`config.mk`:
```
export PLATFORM = sky130hd
export DESIGN_NAME = command_credit_tracker_flat
export DESIGN_NICKNAME = d
export VERILOG_FILES = /design/src/rtl/command_credit_tracker_pkg.sv /design/src/rtl/command_credit_tracker_if.sv /design/src/rtl/command_credit_tracker_tag_allocator.sv /design/src/rtl/command_credit_tracker.sv /design/src/flat_wrapper.sv
export SDC_FILE = /design/constraint.sdc
export NUM_CORES = 1
export LEC_CHECK = 0
export ABC_AREA = 1
export CORE_AREA = 5 5 105 107
export CTS_CLUSTER_DIAMETER = 60
export DETAILED_ROUTE_END_ITERATION = 12
export DIE_AREA = 0 0 110 112
export GPL_ROUTABILITY_DRIVEN = 0
export HOLD_SLACK_MARGIN = 0.03
export PLACE_DENSITY_LB_ADDON = 0.3
export SLEW_MARGIN = 10
export SYNTH_ARGS = -nofsm -noshare
export SYNTH_HDL_FRONTEND = slang
export SYNTH_HIERARCHICAL = 1
export SYNTH_SLANG_ARGS = --single-unit
```
`constraint.sdc`:
```
create_clock -name clock -period 6.3 [get_ports clock]
set_input_delay 0.63 -clock clock [delete_from_list [all_inputs] [get_ports clock]]
set_output_delay 0.63 -clock clock [all_outputs]
set_load 0.005 [all_outputs]
```
`src/rtl/command_credit_tracker_pkg.sv`:
```
// Shared types and constants for the PSL command credit / tag tracker.
package command_credit_tracker_pkg;

    localparam int PSL_TAG_WIDTH    = 8;
    localparam int PSL_CREDIT_WIDTH = 8;

    // PSL response code for a successfully completed command.
    localparam logic [7:0] DONE = 8'h00;

    typedef enum logic [1:0] {
        IDLE   = 2'd0,
        ACTIVE = 2'd1,
        DRAIN  = 2'd2
    } tracker_state_t;

    // Number of set bits in a bitmap of up to 64 tags.
    function automatic logic [6:0] popcount64(input logic [63:0] bits);
        logic [6:0] total;
        total = '0;
        for (int i = 0; i < 64; i++) begin
            total = total + 7'(bits[i]);
        end
        return total;
    endfunction

endpackage

```
`src/rtl/command_credit_tracker_if.sv`:
```
// Work-element / PSL facing signals of the credit tracker.
// master = the side driving requests and responses, slave = the tracker.
interface command_credit_tracker_if
    import command_credit_tracker_pkg::*;
#(
    parameter int TAG_WIDTH    = PSL_TAG_WIDTH,
    parameter int CREDIT_WIDTH = PSL_CREDIT_WIDTH
);
    logic                    job_start;
    logic                    job_reset;
    logic [CREDIT_WIDTH-1:0] room;
    logic                    req_valid;
    logic                    req_ready;
    logic                    issue_valid;
    logic [TAG_WIDTH-1:0]    issue_tag;
    logic                    resp_valid;
    logic [TAG_WIDTH-1:0]    resp_tag;
    logic [7:0]              resp_code;
    logic [8:0]              resp_credits;
    logic                    done_valid;
    logic [TAG_WIDTH-1:0]    done_tag;
    logic [7:0]              done_code;
    logic [CREDIT_WIDTH-1:0] credits;
    logic [6:0]              outstanding;
    logic                    drained;
    logic                    error;

    modport master (
        output job_start, job_reset, room, req_valid,
               resp_valid, resp_tag, resp_code, resp_credits,
        input  req_ready, issue_valid, issue_tag, done_valid, done_tag,
               done_code, credits, outstanding, drained, error
    );

    modport slave (
        input  job_start, job_reset, room, req_valid,
               resp_valid, resp_tag, resp_code, resp_credits,
        output req_ready, issue_valid, issue_tag, done_valid, done_tag,
               done_code, credits, outstanding, drained, error
    );

endinterface

```
`src/rtl/command_credit_tracker_tag_allocator.sv`:
```
// Busy bitmap for command tags: hands out the lowest free tag, frees tags
// on responses and keeps a registered count of busy tags.
module command_credit_tracker_tag_allocator
    import command_credit_tracker_pkg::*;
#(
    parameter int TAG_COUNT = 16,
    parameter int IDX_W     = $clog2(TAG_COUNT)
) (
    input  logic                 clock,
    input  logic                 reset_n,
    input  logic                 alloc,
    input  logic                 free_valid,
    input  logic [IDX_W-1:0]     free_idx,
    output logic                 any_free,
    output logic [IDX_W-1:0]     alloc_idx,
    output logic [TAG_COUNT-1:0] busy,
    output logic [6:0]           outstanding
);

    logic [TAG_COUNT-1:0] busy_reg;
    logic [TAG_COUNT-1:0] busy_next;
    logic [6:0]           outstanding_reg;

    // Lowest free index; the scan sees only pre-edge state, so a tag being
    // freed this cycle is never offered and cannot collide with an alloc.
    always_comb begin
        alloc_idx = '0;
        for (int i = TAG_COUNT - 1; i >= 0; i--) begin
            if (!busy_reg[i]) begin
                alloc_idx = i[IDX_W-1:0];
            end
        end
        any_free = ~&busy_reg;
    end

    for (genvar gi = 0; gi < TAG_COUNT; gi++) begin : g_busy
        assign busy_next[gi] = (busy_reg[gi] | (alloc && (alloc_idx == IDX_W'(gi))))
                             & ~(free_valid && (free_idx == IDX_W'(gi)));
    end

    // Bitmap and its population count move on the same edge.
    always_ff @(posedge clock or negedge reset_n) begin
        if (!reset_n) begin
            busy_reg        <= '0;
            outstanding_reg <= '0;
        end else begin
            busy_reg        <= busy_next;
            outstanding_reg <= popcount64(64'(busy_next));
        end
    end

    assign busy        = busy_reg;
    assign outstanding = outstanding_reg;

endmodule

```
`src/rtl/command_credit_tracker.sv`:
```
// Owns PSL command credits and tag allocation: grants issue slots when a
// credit and a tag both exist, matches responses to tags, and drains
// in-flight commands on job reset before reporting idle.
module command_credit_tracker
    import command_credit_tracker_pkg::*;
#(
    parameter int TAG_COUNT    = 16,
    parameter int TAG_WIDTH    = PSL_TAG_WIDTH,
    parameter int CREDIT_WIDTH = PSL_CREDIT_WIDTH
) (
    input  logic                     clock,
    input  logic                     reset_n,
    command_credit_tracker_if.slave  bus
);

    localparam int IDX_W  = $clog2(TAG_COUNT);
    localparam int CALC_W = CREDIT_WIDTH + 2;

    tracker_state_t          state_reg;
    logic [CREDIT_WIDTH-1:0] credits_reg;
    logic [CREDIT_WIDTH-1:0] credits_next;
    logic [CREDIT_WIDTH-1:0] room_cap_reg;
    logic                    error_reg;
    logic                    issue_valid_reg;
    logic [TAG_WIDTH-1:0]    issue_tag_reg;
    logic                    done_valid_reg;
    logic [TAG_WIDTH-1:0]    done_tag_reg;
    logic [7:0]              done_code_reg;
    logic                    drained_reg;

    logic                    any_free;
    logic [IDX_W-1:0]        alloc_idx;
    logic [TAG_COUNT-1:0]    busy;
    logic [6:0]              outstanding;

    logic                    req_ready;
    logic                    issue_fire;
    logic                    resp_in_range;
    logic [IDX_W-1:0]        resp_idx;
    logic                    resp_ok;
    logic                    resp_bad;
    logic                    drain_empty;

    logic signed [CALC_W-1:0] credit_sum;
    logic signed [CALC_W-1:0] resp_delta;
    logic signed [CALC_W-1:0] issue_step;
    logic signed [CALC_W-1:0] cap_ext;
    logic                     clamp_err;

    command_credit_tracker_tag_allocator #(
        .TAG_COUNT (TAG_COUNT)
    ) u_tag_allocator (
        .clock       (clock),
        .reset_n     (reset_n),
        .alloc       (issue_fire),
        .free_valid  (resp_ok),
        .free_idx    (resp_idx),
        .any_free    (any_free),
        .alloc_idx   (alloc_idx),
        .busy        (busy),
        .outstanding (outstanding)
    );

    // Grant and response classification for the current cycle.
    always_comb begin
        req_ready     = (state_reg == ACTIVE) && (credits_reg != '0) && any_free && !bus.job_reset;
        issue_fire    = bus.req_valid && req_ready;
        resp_in_range = (32'(bus.resp_tag) < TAG_COUNT);
        resp_idx      = bus.resp_tag[IDX_W-1:0];
        resp_ok       = bus.resp_valid && (state_reg != IDLE) && resp_in_range && busy[resp_idx];
        resp_bad      = bus.resp_valid && !resp_ok;
        // No issues happen in DRAIN, so the last busy tag going away is the
        // only way the count can reach zero at this edge.
        drain_empty   = (outstanding == 7'd0) || ((outstanding == 7'd1) && resp_ok);
    end

    // Signed credit update with clamping to [0, room_cap].
    always_comb begin
        resp_delta   = resp_ok ? CALC_W'($signed(bus.resp_credits)) : '0;
        issue_step   = $signed({{(CALC_W-1){1'b0}}, issue_fire});
        cap_ext      = $signed({2'b00, room_cap_reg});
        credit_sum   = $signed({2'b00, credits_reg}) + resp_delta - issue_step;
        credits_next = credits_reg;
        clamp_err    = 1'b0;
        if (issue_fire || resp_ok) begin
            if (credit_sum < 0) begin
                credits_next = '0;
                clamp_err    = 1'b1;
            end else if (credit_sum > cap_ext) begin
                credits_next = room_cap_reg;
                clamp_err    = 1'b1;
            end else begin
                credits_next = credit_sum[CREDIT_WIDTH-1:0];
            end
        end
    end

    // Job FSM with registered issue/done/drained strobes and sticky error.
    always_ff @(posedge clock or negedge reset_n) begin
        if (!reset_n) begin
            state_reg       <= IDLE;
            credits_reg     <= '0;
            room_cap_reg    <= '0;
            error_reg       <= 1'b0;
            issue_valid_reg <= 1'b0;
            issue_tag_reg   <= '0;
            done_valid_reg  <= 1'b0;
            done_tag_reg    <= '0;
            done_code_reg   <= '0;
            drained_reg     <= 1'b0;
        end else begin
            issue_valid_reg <= issue_fire;
            if (issue_fire) begin
                issue_tag_reg <= TAG_WIDTH'(alloc_idx);
            end
            done_valid_reg <= resp_ok;
            if (resp_ok) begin
                done_tag_reg  <= bus.resp_tag;
                done_code_reg <= bus.resp_code;
            end
            drained_reg <= 1'b0;
            if (resp_bad || clamp_err) begin
                error_reg <= 1'b1;
            end

            case (state_reg)
                IDLE: begin
                    if (bus.job_reset) begin
                        drained_reg <= 1'b1;
                    end else if (bus.job_start) begin
                        state_reg    <= ACTIVE;
                        credits_reg  <= bus.room;
                        room_cap_reg <= bus.room;
                        error_reg    <= 1'b0;
                    end
                end
                ACTIVE: begin
                    credits_reg <= credits_next;
                    if (bus.job_reset) begin
                        if ((outstanding != 7'd0) || bus.resp_valid) begin
                            state_reg <= DRAIN;
                        end else begin
                            state_reg   <= IDLE;
                            drained_reg <= 1'b1;
                            credits_reg <= '0;
                        end
                    end
                end
                DRAIN: begin
                    credits_reg <= credits_next;
                    if (drain_empty) begin
                        state_reg   <= IDLE;
                        drained_reg <= 1'b1;
                        credits_reg <= '0;
                    end
                end
                default: state_reg <= IDLE;
            endcase
        end
    end

    assign bus.req_ready   = req_ready;
    assign bus.issue_valid = issue_valid_reg;
    assign bus.issue_tag   = issue_tag_reg;
    assign bus.done_valid  = done_valid_reg;
    assign bus.done_tag    = done_tag_reg;
    assign bus.done_code   = done_code_reg;
    assign bus.credits     = credits_reg;
    assign bus.outstanding = outstanding;
    assign bus.drained     = drained_reg;
    assign bus.error       = error_reg;

endmodule

```
`src/flat_wrapper.sv`:
```
// flat-port wrapper written by rule: the top's interface ports become plain ports
module command_credit_tracker_flat import command_credit_tracker_pkg::*;
#(
    parameter int TAG_COUNT    = 16,
    parameter int TAG_WIDTH    = PSL_TAG_WIDTH,
    parameter int CREDIT_WIDTH = PSL_CREDIT_WIDTH
)
  (clock, reset_n, bus_job_start, bus_job_reset, bus_room, bus_req_valid, bus_resp_valid, bus_resp_tag, bus_resp_code, bus_resp_credits, bus_req_ready, bus_issue_valid, bus_issue_tag, bus_done_valid, bus_done_tag, bus_done_code, bus_credits, bus_outstanding, bus_drained, bus_error);
  command_credit_tracker_if #(.TAG_WIDTH(TAG_WIDTH), .CREDIT_WIDTH(CREDIT_WIDTH)) bus_i ();
  input  logic clock;
  input  logic reset_n;
  input wire logic [$bits(bus_i.job_start)-1:0] bus_job_start;
  input wire logic [$bits(bus_i.job_reset)-1:0] bus_job_reset;
  input wire logic [$bits(bus_i.room)-1:0] bus_room;
  input wire logic [$bits(bus_i.req_valid)-1:0] bus_req_valid;
  input wire logic [$bits(bus_i.resp_valid)-1:0] bus_resp_valid;
  input wire logic [$bits(bus_i.resp_tag)-1:0] bus_resp_tag;
  input wire logic [$bits(bus_i.resp_code)-1:0] bus_resp_code;
  input wire logic [$bits(bus_i.resp_credits)-1:0] bus_resp_credits;
  output wire logic [$bits(bus_i.req_ready)-1:0] bus_req_ready;
  output wire logic [$bits(bus_i.issue_valid)-1:0] bus_issue_valid;
  output wire logic [$bits(bus_i.issue_tag)-1:0] bus_issue_tag;
  output wire logic [$bits(bus_i.done_valid)-1:0] bus_done_valid;
  output wire logic [$bits(bus_i.done_tag)-1:0] bus_done_tag;
  output wire logic [$bits(bus_i.done_code)-1:0] bus_done_code;
  output wire logic [$bits(bus_i.credits)-1:0] bus_credits;
  output wire logic [$bits(bus_i.outstanding)-1:0] bus_outstanding;
  output wire logic [$bits(bus_i.drained)-1:0] bus_drained;
  output wire logic [$bits(bus_i.error)-1:0] bus_error;
  assign bus_i.job_start = bus_job_start;
  assign bus_i.job_reset = bus_job_reset;
  assign bus_i.room = bus_room;
  assign bus_i.req_valid = bus_req_valid;
  assign bus_i.resp_valid = bus_resp_valid;
  assign bus_i.resp_tag = bus_resp_tag;
  assign bus_i.resp_code = bus_resp_code;
  assign bus_i.resp_credits = bus_resp_credits;
  assign bus_req_ready = bus_i.req_ready;
  assign bus_issue_valid = bus_i.issue_valid;
  assign bus_issue_tag = bus_i.issue_tag;
  assign bus_done_valid = bus_i.done_valid;
  assign bus_done_tag = bus_i.done_tag;
  assign bus_done_code = bus_i.done_code;
  assign bus_credits = bus_i.credits;
  assign bus_outstanding = bus_i.outstanding;
  assign bus_drained = bus_i.drained;
  assign bus_error = bus_i.error;
  command_credit_tracker #(.TAG_COUNT(TAG_COUNT), .TAG_WIDTH(TAG_WIDTH), .CREDIT_WIDTH(CREDIT_WIDTH)) u_core (.clock(clock), .reset_n(reset_n), .bus(bus_i));
endmodule
```
# Word level (Yosys, flattened, before mapping)
# Cells that the tools add are included.
# word_totals
reg_bits	65
latch_bits	0
mem_bits_rw	0
mem_bits_ro	0
input_bits	39
wordCells	225
mem_count	0
# op_classes
add_sub_neg	17
multipliers	0
div	0
order_cmp	4
eq_ne	37
shift	0
mux	46
bitwise	49
reduce_logical	60
# ops
op	n
4-bit == test (second input constant)	16
4-bit two-way mux	16
8-bit two-way mux	8
7-bit by 1-bit adder with 7-bit output	9
1-bit logical AND	41
4-bit by 3-bit == test with 1-bit output (second input constant)	8
8-bit case mux with 3 select lines	1
1-bit NOT	17
1-bit AND	16
4-bit by 2-bit == test with 1-bit output (second input constant)	4
1-bit OR	16
16-bit AND reduction	1
1-bit two-way mux	12
9-bit by 10-bit adder with 10-bit output	1
10-bit by 9-bit greater-than comparator with 1-bit output	1
10-bit by 1-bit less-than comparator with 1-bit output (second input constant)	1
10-bit two-way mux	1
2-bit two-way mux	5
10-bit by 2-bit subtractor with 10-bit output	1
4-bit by 1-bit == test with 1-bit output (second input constant)	2
4-bit logical NOT	2
8-bit by 5-bit less-than comparator with 1-bit output (second input constant)	1
8-bit nonzero test	1
6-bit by 1-bit adder with 7-bit output	1
other kinds (23)	31

# Logic depth before layout (Yosys ltp)
# Gate-level depths: netlist (run 1).
# logic_depth
word_depth	35
depth_mapped	34

# Modules after synthesis
# The synthesis (run 1) kept the hierarchy.
# modules_own_cells
module	instances	cells_per_inst	area_each_um2	seq_area_each_um2
command_credit_tracker	1	463	3240.6	1051.0
command_credit_tracker_tag_allocator	1	189	1579.0	525.5

# Worst setup path after synthesis (run 1)
# OpenSTA, ideal clock, no wires.
# synth_path
kind	reg2reg
from	register u_core.u_tag_allocator.busy_reg[0], in the netlist u_core/u_tag_allocator/busy[0]
to	register u_core.u_tag_allocator.outstanding_reg[2], in the netlist u_core/u_tag_allocator/outstanding[2]
setup_ns	0.124
arrival_time_ns	5.017
required_time_ns	6.176
path_slack_ns	1.160
path_stages_with_launch	24
period_less_slack_ns	5.140
cell_sequence	dfrtp_1 > nand2_2 > nor3_2 > inv_2 > nor2_4 > nand2_1 > inv_1 > nor2_1 > nand3_1 > buf_4 > inv_1 > inv_1 > nor3_1 > nand3_1 > a22oi_1 > fa_1 > inv_1 > fa_1 > fa_1 > inv_1 > fa_1 > ha_1 > fa_1 > xor2_1
# synth_rtl
item	line	rtl
from (decl)	command_credit_tracker_tag_allocator.sv:20	logic [TAG_COUNT-1:0] busy_reg;
from (signal assigned)	command_credit_tracker_tag_allocator.sv:47	busy_reg <= busy_next;
16-bit AND reduction	command_credit_tracker_tag_allocator.sv:33	any_free = ~&busy_reg;
1-bit logical NOT	command_credit_tracker_tag_allocator.sv:33	
net u_core.any_free	command_credit_tracker.sv:31	logic any_free;
1-bit logical AND (2 in series)	command_credit_tracker.sv:66	req_ready = (state_reg == ACTIVE) && (credits_reg != '0) && any_free && !bus.job_reset;
1-bit logical AND	command_credit_tracker.sv:67	issue_fire = bus.req_valid && req_ready;
net u_core.issue_fire	command_credit_tracker.sv:37	logic issue_fire;
1-bit logical AND	command_credit_tracker_tag_allocator.sv:37	assign busy_next[gi] = (busy_reg[gi] | (alloc && (alloc_idx == IDX_W'(gi))))
1-bit OR	command_credit_tracker_tag_allocator.sv:37	
1-bit AND	command_credit_tracker_tag_allocator.sv:38	& ~(free_valid && (free_idx == IDX_W'(gi)));
net u_core.u_tag_allocator.busy_next[7]	command_credit_tracker_tag_allocator.sv:21	logic [TAG_COUNT-1:0] busy_next;
7-bit by 1-bit adder with 7-bit output (9 in series)	command_credit_tracker_pkg.sv:21	total = total + 7'(bits[i]);
to (signal assigned)	command_credit_tracker_tag_allocator.sv:48	outstanding_reg <= popcount64(64'(busy_next));
to (decl)	command_credit_tracker_tag_allocator.sv:22	logic [6:0] outstanding_reg;
# The timed path passes the listed nets, and every way through them passes these cells. The select of a mux whose other input is x is not followed.
# A chain may end at the register's enable or synchronous reset.

# Worst setup path after layout (run 1)
# layout_path
from	input bus_resp_tag[0]
to	register u_core.u_tag_allocator.outstanding_reg[2], in the netlist u_core/u_tag_allocator/outstanding[2]
# layout_rtl
item	line	rtl
from (decl)	flat_wrapper.sv:17	input wire logic [$bits(bus_i.resp_tag)-1:0] bus_resp_tag;
8-bit by 5-bit less-than comparator with 1-bit output / 1-bit binary-select mux with 4-bit select (equally long branches)	command_credit_tracker.sv:68, command_credit_tracker.sv:70	
1-bit logical AND / 1-bit two-way mux (equally long branches)	command_credit_tracker.sv:70	resp_ok = bus.resp_valid && (state_reg != IDLE) && resp_in_range && busy[resp_idx];
1-bit logical AND	command_credit_tracker.sv:70	
1-bit logical AND (*)	command_credit_tracker_tag_allocator.sv:38	
1-bit NOT (*)	command_credit_tracker_tag_allocator.sv:38	
1-bit AND (*)	command_credit_tracker_tag_allocator.sv:38	
net u_core.u_tag_allocator.busy_next[5]	command_credit_tracker_tag_allocator.sv:21	
5-bit by 1-bit adder with 6-bit output (*)	command_credit_tracker_pkg.sv:21	
6-bit by 1-bit adder with 7-bit output (*)	command_credit_tracker_pkg.sv:21	
7-bit by 1-bit adder with 7-bit output (*) (9 in series)	command_credit_tracker_pkg.sv:21	
# Mark *: on every way through the listed nets, which the timed path passes. The rest lies on a longest branch. The select of a mux whose other input is x is not followed.

==> flow_summary.json, run 1 <==
{
  "clockRootBuffer": "clkbuf_8",
  "reg2reg_to": "u_core/u_tag_allocator/outstanding[2]",
  "hold_viol_final": 0,
  "ctsHoldBuffers": 0,
  "drv_slew": 0,
  "fillers": 932,
  "p_int_uw": 1630,
  "rows": 37,
  "htree_num_levels": 3,
  "p_clk_share_pct": 17.1,
  "synth.distinct_cells": 40,
  "clk_latency_ns": 0.35,
  "vdd_drop_max_v": 0.000327,
  "seq_area_sq_mm": 0.00158,
  "area_growth_pct": 24.0,
  "track_usage_pct": 21.0,
  "syn_area_sq_mm": 0.00482,
  "period_share_pct": 87.4,
  "timing.final.setup_violations": 0,
  "hold_slack_ns": 0.432,
  "ant_nets": 0,
  "period_needed_ns": 5.51,
  "diodes": 0,
  "r2r_slack_ns": 0.80,
  "place_area_sq_mm": 0.00569,
  "yosysWarnings": 6,
  "critPathKind": "in -> reg",
  "ys_seq_area_share_pct": 32.7,
  "antenna_found_initial": 0,
  "arrival_ns": 5.74,
  "stdcell_area_sq_mm": 0.00598,
  "cts.sinks": 63,
  "avgSynthCellArea_sq_um": 7.39,
  "die_height_um": 112,
  "fp.coreArea_sq_mm": 0.0100,
  "finClkSkew_ns": 0.0116,
  "grt_overflow": 0,
  "io_buffer_count": 76,
  "multi_input_area_sq_mm": 0.00261,
  "grt_max_degree": 64,
  "postRouteWirelength_um": 12600,
  "largest_reg_flops": 16,
  "postCtsSetupRepairBufs": 0,
  "rr_startpoint": "u_core/u_tag_allocator/busy[0]",
  "path_clk_slew_ns": 0.08,
  "numCtsBuffers": 9,
  "worstMarginPinSlew_ns": 0.787,
  "yosysMostFrequentCell": "nand2_1",
  "max_freq_ghz": 0.182,
  "status": "finished clean",
  "synth_enable_flop_cells": 0,
  "synth_area_leaders": "dfrtp_1, nand2_1, inv_1",
  "synth_top_area_share_pct": 32.7,
  "worstPathMaxFanout": 13,
  "synth-async-reset-ratio_pct": 100,
  "start_util_pct": 48.0,
  "reg2reg_depth": 22,
  "rsz0062_at_grt": "false",
  "vias": 4535,
  "p_leak_uw": 0.00316,
  "swShare_pct": 45.8,
  "end_kind": "flip-flop",
  "nets": 817,
  "synthTopCellsByCount": "nand2_1, inv_1, nand3_1, dfrtp_1",
  "drtIter0Drc": 387,
  "vias_per_cell": 5.19,
  "die_area_sq_mm": 0.0123,
  "wl_per_cell_um": 14.4,
  "yosysTopAreaCell": "dfrtp_1",
  "min_path_type": "in -> async",
  "ios": 83,
  "power.switching_uw": 1380,
  "grt_pass1_wl_um": 20700,
  "dpl.hpwl_um": 9980,
  "synth-main-ff-cell": "dfrtp_1",
  "dieWidth_um": 110,
  "cts_buffer_depth": 2,
  "cts_resized": 0,
  "drcViolationCount": 0,
  "final.setup.tns_ns": 0,
  "pwr-share-comb_pct": 60.7,
  "grt_pass1_vias": 4420,
  "drive_gt1_share_pct": 10.3,
  "seq_power_share_pct": 22.2,
  "ys_seq_elements": 63,
  "slew_headroom_pct": 47.5,
  "tritoncts": "built",
  "first_pass_iters": 5,
  "powerDensity_mw_per_mm2": 503,
  "crit_path_start_kind": "input pin",
  "synthCells": 652,
  "cap_violations": 0,
  "required_ns": 6.53
}
==> placed cells by master (no fill, tap or decap), types with 6 or more instances in the layout <==
master           count
inv_2               10
nand4_1             16
nand3_2              7
ha_1                34
nor2_1              34
nand3_1             65
clkdlybuf4s50_1     75
a21oi_1             27
conb_1               6
o21ai_0             13
nand2_2             14
clkbuf_8             9
nand2_1            159
inv_1              130
dfrtp_1             63
fa_1                11
==> worst max-delay path by stage <==
| stage | startpoint | endpoint | slack [ns] |
|---|---|---|---|
| 6_report | bus_resp_tag[0] | u_core/u_tag_allocator/outstanding[2] | 0.79 |
| 5_1_grt | u_core/u_tag_allocator/busy[0] | u_core/u_tag_allocator/outstanding[2] | 0.46 |
| 4_1_cts | u_core/u_tag_allocator/busy[0] | u_core/u_tag_allocator/outstanding[2] | 0.83 |
| 3_5_place_dp | bus_resp_tag[0] | u_core/u_tag_allocator/outstanding[2] | 0.52 |
| 3_3_place_gp | bus_resp_tag[0] | u_core/u_tag_allocator/outstanding[2] | 0.64 |
| 2_1_floorplan | u_core/u_tag_allocator/busy[0] | u_core/u_tag_allocator/outstanding[2] | 1.16 |
==> metal layers <==
metal,share of wire (%),global-route usage (%)
met5,0,0
met3,7.0,3.77
met4,2.8,8.31
met2,49,34.5
met1,42,27.2
==> power by group through the flow <==
| stage | sequential (uW) | clock [uW] | combinational (uW) |
|---|---|---|---|
| floorplan | 648 | 0 | 1280 |
| global placement | 668 | 0 | 1750 |
| detailed placement | 672 | 0 | 1810 |
| CTS | 666 | 522 | 1830 |
| global route | 683 | 541 | 2070 |
| finish | 667 | 514 | 1820 |
==> cell type report <==
type                            instances  area share (%)
Tap cell                              136            2.85
Multi-Input combinational cell        437            43.6
Sequential cell                        63            26.4
Inverter                              141            8.98
Clock buffer                            9            2.07
Timing Repair Buffer                   81            13.3
Clock inverter                          7            2.81
==> cells by family after synthesis <==
family	after synthesis	synth area share, %
AO/OA/AOI/OAI	64	8.18
XOR/XNOR	5	0.909
adder cells (fa/ha/maj)	45	13.4
buffers and inverters	156	13.5
flip-flops	63	32.7
multiplexers	1	0.234
other	2	0.156
AND/OR/NAND/NOR	316	30.9
==> worst max-delay path: stages <==
cell and delay (ns):
clkdlybuf4s50_1 0.81, nand2_1 0.12, nand2_1 0.10, nand2_1 0.05, nand3_1 0.07, nand3_1 0.09, nand2_2 0.12, nand2_4 0.05
inv_1 0.07, inv_1 0.06, nor3_1 0.33, inv_1 0.12, nor2_1 0.11, a21oi_1 0.08, fa_1 0.54, inv_1 0.05
fa_1 0.48, fa_1 0.55, inv_1 0.05, fa_1 0.47, ha_1 0.24, fa_1 0.40, xor2_1 0.16
==> through the flow <==
| step | std cells | total power [uW] | setup slack [ns] | util, % |
|---|---|---|---|---|
| 3_3_place_gp | 858 | 2420 | 0.635 | 56.6 |
| 3_5_place_dp | 858 | 2480 | 0.520 | 56.6 |
| 5_1_grt | 874 | 3290 | 0.461 | 59.5 |
| 6_report | 874 | 3000 | 0.793 | 59.5 |
| 4_1_cts | 874 | 3020 | 0.826 | 59.5 |
| 2_1_floorplan | 656 | 1930 | 1.16 | - |
No activity file was read; power rests on OpenSTA's default activity.
==> run 2, diff against run 1 <==
--- a/config.mk
+++ b/config.mk
@@ -6,12 +6,15 @@
 export NUM_CORES = 1
 export LEC_CHECK = 0
 export ABC_AREA = 1
-export CORE_AREA = 5 5 105 107
+export CELL_PAD_IN_SITES_DETAIL_PLACEMENT = 1
+export CELL_PAD_IN_SITES_GLOBAL_PLACEMENT = 1
+export CORE_AREA = 5 5 118 120
 export CTS_CLUSTER_DIAMETER = 60
 export DETAILED_ROUTE_END_ITERATION = 12
-export DIE_AREA = 0 0 110 112
+export DIE_AREA = 0 0 123 125
 export GPL_ROUTABILITY_DRIVEN = 0
 export HOLD_SLACK_MARGIN = 0.03
+export MAX_ROUTING_LAYER = met4
 export PLACE_DENSITY_LB_ADDON = 0.3
 export SLEW_MARGIN = 10
 export SYNTH_ARGS = -nofsm -noshare
==> run 2 against run 1 <==
  * Utilization shrank 13 points
  * Hold slack better by 0.051 ns
  * Clock skew is 0.0045 ns lower
  * Sequential cell count did not move
  * Wire length rose by 20%
  * Sequential share of layout area fell by 0.28 points
  * Global-route usage is 0.056 points lower
  * Clock-buffer cell count grew 1
==> flow_summary.json, run 2 (synthesis gave the netlist of run 1 again) <==
{
  "slew_headroom_pct": 42.8,
  "die_height_um": 125,
  "die_area_sq_mm": 0.0154,
  "rsz0062_at_grt": "false",
  "status": "finished clean",
  "reg2reg_depth": 23,
  "start_util_pct": 37.4,
  "ant_nets": 0,
  "end_kind": "flip-flop",
  "setup_ws_ns": 0.615,
  "timing.final.setup_violations": 0,
  "grt_overflow": 0,
  "cts_buffer_depth": 2,
  "max_freq_ghz": 0.176,
  "clk_latency_ns": 0.34,
  "arrival_ns": 5.90,
  "rows": 42,
  "ctsHoldBuffers": 0,
  "place_area_sq_mm": 0.00574,
  "stdcell_area_sq_mm": 0.00604,
  "ios": 83,
  "pre_cts_slack_ns": 0.272,
  "drcViolationCount": 0,
  "vias": 4538,
  "startpoint": "bus_resp_tag[0]",
  "period_needed_ns": 5.68,
  "hold_viol_final": 0,
  "dpl.hpwl_um": 11900,
  "pwr-share-comb_pct": 61.9,
  "area_growth_pct": 25.4,
  "final_common_cell": "nand2_1",
  "nets": 818,
  "utilization_pct": 46.9,
  "swShare_pct": 47.7,
  "critPathKind": "in -> reg",
  "dieWidth_um": 123,
  "crit_path_start_kind": "input pin",
  "cts.sinks": 63,
  "grt_max_degree": 64,
  "period_share_pct": 90.2,
  "p_leak_uw": 0.00316,
  "htree_num_levels": 3,
  "track_usage_pct": 21.0,
  "rr_startpoint": "u_core/u_tag_allocator/busy[0]",
  "required_ns": 6.51,
  "io_buffer_count": 76,
  "seq_power_share_pct": 21.7,
  "fp.coreArea_sq_mm": 0.0129,
  "first_pass_iters": 4,
  "postCtsSetupRepairBufs": 0,
  "p_int_uw": 1610,
  "finClkSkew_ns": 0.00709,
  "vias_per_cell": 4.96,
  "postRouteWirelength_um": 15000,
  "fillers": 1616,
  "worstPathMaxFanout": 13,
  "vdd_drop_max_v": 0.000229,
  "wl_per_cell_um": 16.4,
  "p_clk_share_pct": 16.4,
  "drive_gt1_share_pct": 10.4,
  "layout_common_cells": "nand2_1, inv_1, clkdlybuf4s50_1, nand3_1, dfrtp_1",
  "diodes": 0,
  "multi_input_area_sq_mm": 0.00261,
  "tritoncts": "built",
  "largest_reg_flops": 16,
  "clockRootBuffer": "clkbuf_16",
  "path_clk_slew_ns": 0.06,
  "grt_pass1_vias": 4710,
  "drv_slew": 0,
  "worstMarginPinSlew_ns": 0.858,
  "seq_area_sq_mm": 0.00158,
  "drtIter0Drc": 255,
  "cts_resized": 0,
  "cap_violations": 0,
  "powerDensity_mw_per_mm2": 511,
  "numCtsBuffers": 9,
  "antenna_found_initial": 0,
  "final.setup.tns_ns": 0,
  "power.switching_uw": 1480,
  "min_path_type": "in -> async",
  "power_uw": 3090,
  "grt_pass1_wl_um": 24500
}
[run 2: cell count changes in the layout (fill, tap and decap cells not counted), moves of 2 or more]
cell        previous run  this run
clkbuf_16              0         9
clkbuf_8               9         1
clkinv_2               0         3
clkinvlp_4             0         2
bufinv_16              5         1
[run 2: final timing paths]
kind / endpoint / slack [ns]
setup / recovery: u_core/u_tag_allocator/outstanding[4] / 0.62
hold / removal: u_core/bus.done_code[3] / 0.48
setup reg to reg: u_core/u_tag_allocator/outstanding[4] / 0.84
hold reg to reg: u_core/bus.done_code[2] / 0.48
max in group asynchronous: u_core/bus.credits[6] / 5.24
min in group clock: u_core/bus.done_code[2] / 0.48
[run 2: through the flow]
stage,hold slack (ns),cells
after floorplan,0.334,656
final,0.483,915
after detailed placement,0.473,899
after global routing,0.517,915
after CTS,0.489,915
after global placement,0.462,899
[run 2: worst max-delay path, stage by stage]
cell	delay (ns)
clkdlybuf4s50_1	0.83
nand2_1	0.15
nand2_1	0.11
nand2_1	0.05
nand3_1	0.07
nand3_1	0.10
nand2_2	0.12
nand2_4	0.05
inv_1	0.11
inv_1	0.09
nor3_1	0.27
inv_1	0.11
nor2_1	0.11
a21oi_1	0.08
fa_1	0.56
inv_1	0.06
fa_1	0.48
fa_1	0.55
inv_1	0.06
fa_1	0.48
ha_1	0.24
fa_1	0.41
nand2_1	0.08
a21boi_0	0.08
[run 2: layout make-up]
class / count / area share, %
clock buffers: 10 / 3.96
clock inverters: 6 / 0.994
inverters: 141 / 8.88
multi-input cells: 437 / 43.2
flip-flops and latches: 63 / 26.1
well taps: 176 / 3.64
repair buffers: 82 / 13.3
[run 2: power groups by stage]
stage                     sequential [uW]  combinational (uW)  clock [uW]
after floorplan                       648                1280           0
after global routing                  693                2170         534
after detailed placement              675                1880           0
final                                 670                1910         506
after CTS                             671                1930         518
after global placement                672                1780           0
[run 2: per-layer routing]
metal	vias to the layer above	track usage, %	part of all wire (%)
met1	2202	26.4	44
li1	2205	-	-
met5	-	-	0
met2	111	34.1	50
met4	0	5.15	1.6
met3	20	4.83	5.0
==> run 3, diff against run 2 <==
--- a/config.mk
+++ b/config.mk
@@ -6,6 +6,7 @@
 export NUM_CORES = 1
 export LEC_CHECK = 0
 export ABC_AREA = 1
+export CAP_MARGIN = 20
 export CELL_PAD_IN_SITES_DETAIL_PLACEMENT = 1
 export CELL_PAD_IN_SITES_GLOBAL_PLACEMENT = 1
 export CORE_AREA = 5 5 118 120
@@ -13,6 +14,7 @@
 export DETAILED_ROUTE_END_ITERATION = 12
 export DIE_AREA = 0 0 123 125
 export GPL_ROUTABILITY_DRIVEN = 0
+export GPL_TIMING_DRIVEN = 0
 export HOLD_SLACK_MARGIN = 0.03
 export MAX_ROUTING_LAYER = met4
 export PLACE_DENSITY_LB_ADDON = 0.3
==> run 3 against run 2 <==
  * Clock power increased by 3%
  * Wire length is 3.8% lower
  * Global-route usage fell by 0.83 points
  * Largest cell class unchanged
  * Hold slack got worse by 0.10 ns
  * Clock skew up 0.0014 ns
==> flow_summary.json, run 3 (synthesis gave the netlist of run 1 again) <==
{
  "status": "finished clean",
  "arrival_ns": 6.05,
  "max_freq_ghz": 0.171,
  "drv_slew": 0,
  "dieWidth_um": 123,
  "slowest_stage": "clkdlybuf4s50_1",
  "die_height_um": 125,
  "period_share_pct": 92.8,
  "p_int_uw": 1650,
  "drive_gt1_share_pct": 11.5,
  "p_clk_share_pct": 16.9,
  "cts_resized": 0,
  "ctsHoldBuffers": 0,
  "place_area_sq_mm": 0.00581,
  "drtIter0Drc": 237,
  "tritoncts": "built",
  "powerDensity_mw_per_mm2": 505,
  "clk_latency_ns": 0.33,
  "vias": 4499,
  "postRouteWirelength_um": 14500,
  "final.setup.tns_ns": 0,
  "cts_buffer_depth": 2,
  "end_kind": "flip-flop",
  "area_growth_pct": 27.3,
  "largest_reg_flops": 16,
  "start_util_pct": 37.4,
  "swShare_pct": 46.8,
  "diodes": 0,
  "fp.coreArea_sq_mm": 0.0129,
  "crit_buf_inv": 10,
  "pre_cts_slack_ns": 0.0111,
  "slew_headroom_pct": 45.4,
  "pwr-share-comb_pct": 61.5,
  "clockRootBuffer": "clkbuf_16",
  "grt_max_degree": 64,
  "ios": 83,
  "seq_power_share_pct": 21.6,
  "utilization_pct": 47.7,
  "vias_per_cell": 4.87,
  "postCtsSetupRepairBufs": 0,
  "grt_pass1_wl_um": 23700,
  "path_clk_slew_ns": 0.05,
  "period_needed_ns": 5.85,
  "layout_common_cells": "nand2_1, inv_1, clkdlybuf4s50_1, nand3_1, dfrtp_1",
  "min_path_type": "in -> async",
  "final_common_cell": "nand2_1",
  "p_leak_uw": 0.00321,
  "die_area_sq_mm": 0.0154,
  "setup_ws_ns": 0.455,
  "crit_family": "adder cells",
  "numCtsBuffers": 9,
  "cap_violations": 0,
  "worstMarginPinSlew_ns": 0.819,
  "io_buffer_count": 76,
  "wl_per_cell_um": 15.6,
  "crit_path_max_incr_delay_ns": 0.58,
  "crit_path_start_kind": "input pin",
  "grt_overflow": 0,
  "stdcell_area_sq_mm": 0.00614,
  "rows": 42,
  "track_usage_pct": 20.1,
  "finClkSkew_ns": 0.00850,
  "antenna_found_initial": 0,
  "grt_pass1_vias": 4876,
  "power_uw": 3100,
  "dpl.hpwl_um": 11900,
  "power.switching_uw": 1450,
  "drcViolationCount": 0,
  "worstPathMaxFanout": 13,
  "ant_nets": 0,
  "crit_path_frequent_cell": "inv_1",
  "critPathKind": "in -> reg",
  "cts.sinks": 63,
  "htree_num_levels": 3,
  "first_pass_iters": 4,
  "nets": 827,
  "vdd_drop_max_v": 0.000312,
  "timing.final.setup_violations": 0,
  "hold_viol_final": 0,
  "required_ns": 6.50
}
run 3: cell count changes in the layout (fill, tap and decap cells not counted):
cell	before	now
buf_2	1	3
nor3_1	5	3
clkbuf_8	1	0
clkinv_2	3	2
nor3_2	3	5
buf_6	0	3
clkbuf_1	0	2
buf_4	6	9
bufinv_16	1	2
run 3: final cells by class:
class / instances / area [sq um]
Sequential cell: 63 / 1580
Fill cell: 1624 / 6740
Clock inverter: 6 / 85.1
Tap cell: 176 / 220
Inverter: 141 / 537
Timing Repair Buffer: 76 / 758
Buffer: 15 / 113
Multi-Input combinational cell: 437 / 2620
Clock buffer: 10 / 229
run 3: path summary, 6_finish.rpt:
path                                                start                                    end  slack [ns]  cells after the start
max                                       bus_resp_tag[0]  u_core/u_tag_allocator/outstanding[4]        0.45                     26
min                                               reset_n                u_core/bus.done_code[1]        0.38                      1
max reg2reg                u_core/u_tag_allocator/busy[0]  u_core/u_tag_allocator/outstanding[4]        0.56                     24
min reg2reg                       u_core/bus.done_code[0]                u_core/bus.done_code[0]        0.49                      2
max in group asynchronous                         reset_n         u_core/u_tag_allocator/busy[4]        5.37                      1
min in group clock                u_core/bus.done_code[0]                u_core/bus.done_code[0]        0.49                      2
run 3: metal layers:
metal	vias to the layer above	wire [um]	global-route usage, %
met5	-	0	-
met4	0	133	4.30
met3	11	661	4.61
met2	66	7580	35.0
met1	2198	6080	23.7
li1	2224	-	-
run 3: power groups by stage:
stage | Clock (uW) | Combinational, uW | Sequential, uW
detailed placement | 0 | 1900 | 677
floorplan | 0 | 1280 | 648
global route | 557 | 2160 | 691
CTS | 537 | 1920 | 672
finish | 523 | 1900 | 670
global placement | 0 | 1810 | 671
run 3: worst reg2reg max path, delay by kind of cell, from the launching register on:
family,cells,cell delay [ns]
compound gates,2,0.36
simple gates,9,1.27
buf+inv,7,0.92
flops,1,0.50
fa+ha+maj,6,2.58
run 3: stage by stage:
| step | instances | hold WS, ns |
|---|---|---|
| 2_1_floorplan | 656 | 0.334 |
| 3_3_place_gp | 908 | 0.464 |
| 3_5_place_dp | 908 | 0.476 |
| 4_1_cts | 924 | 0.416 |
| 5_1_grt | 924 | 0.455 |
| 6_report | 924 | 0.380 |
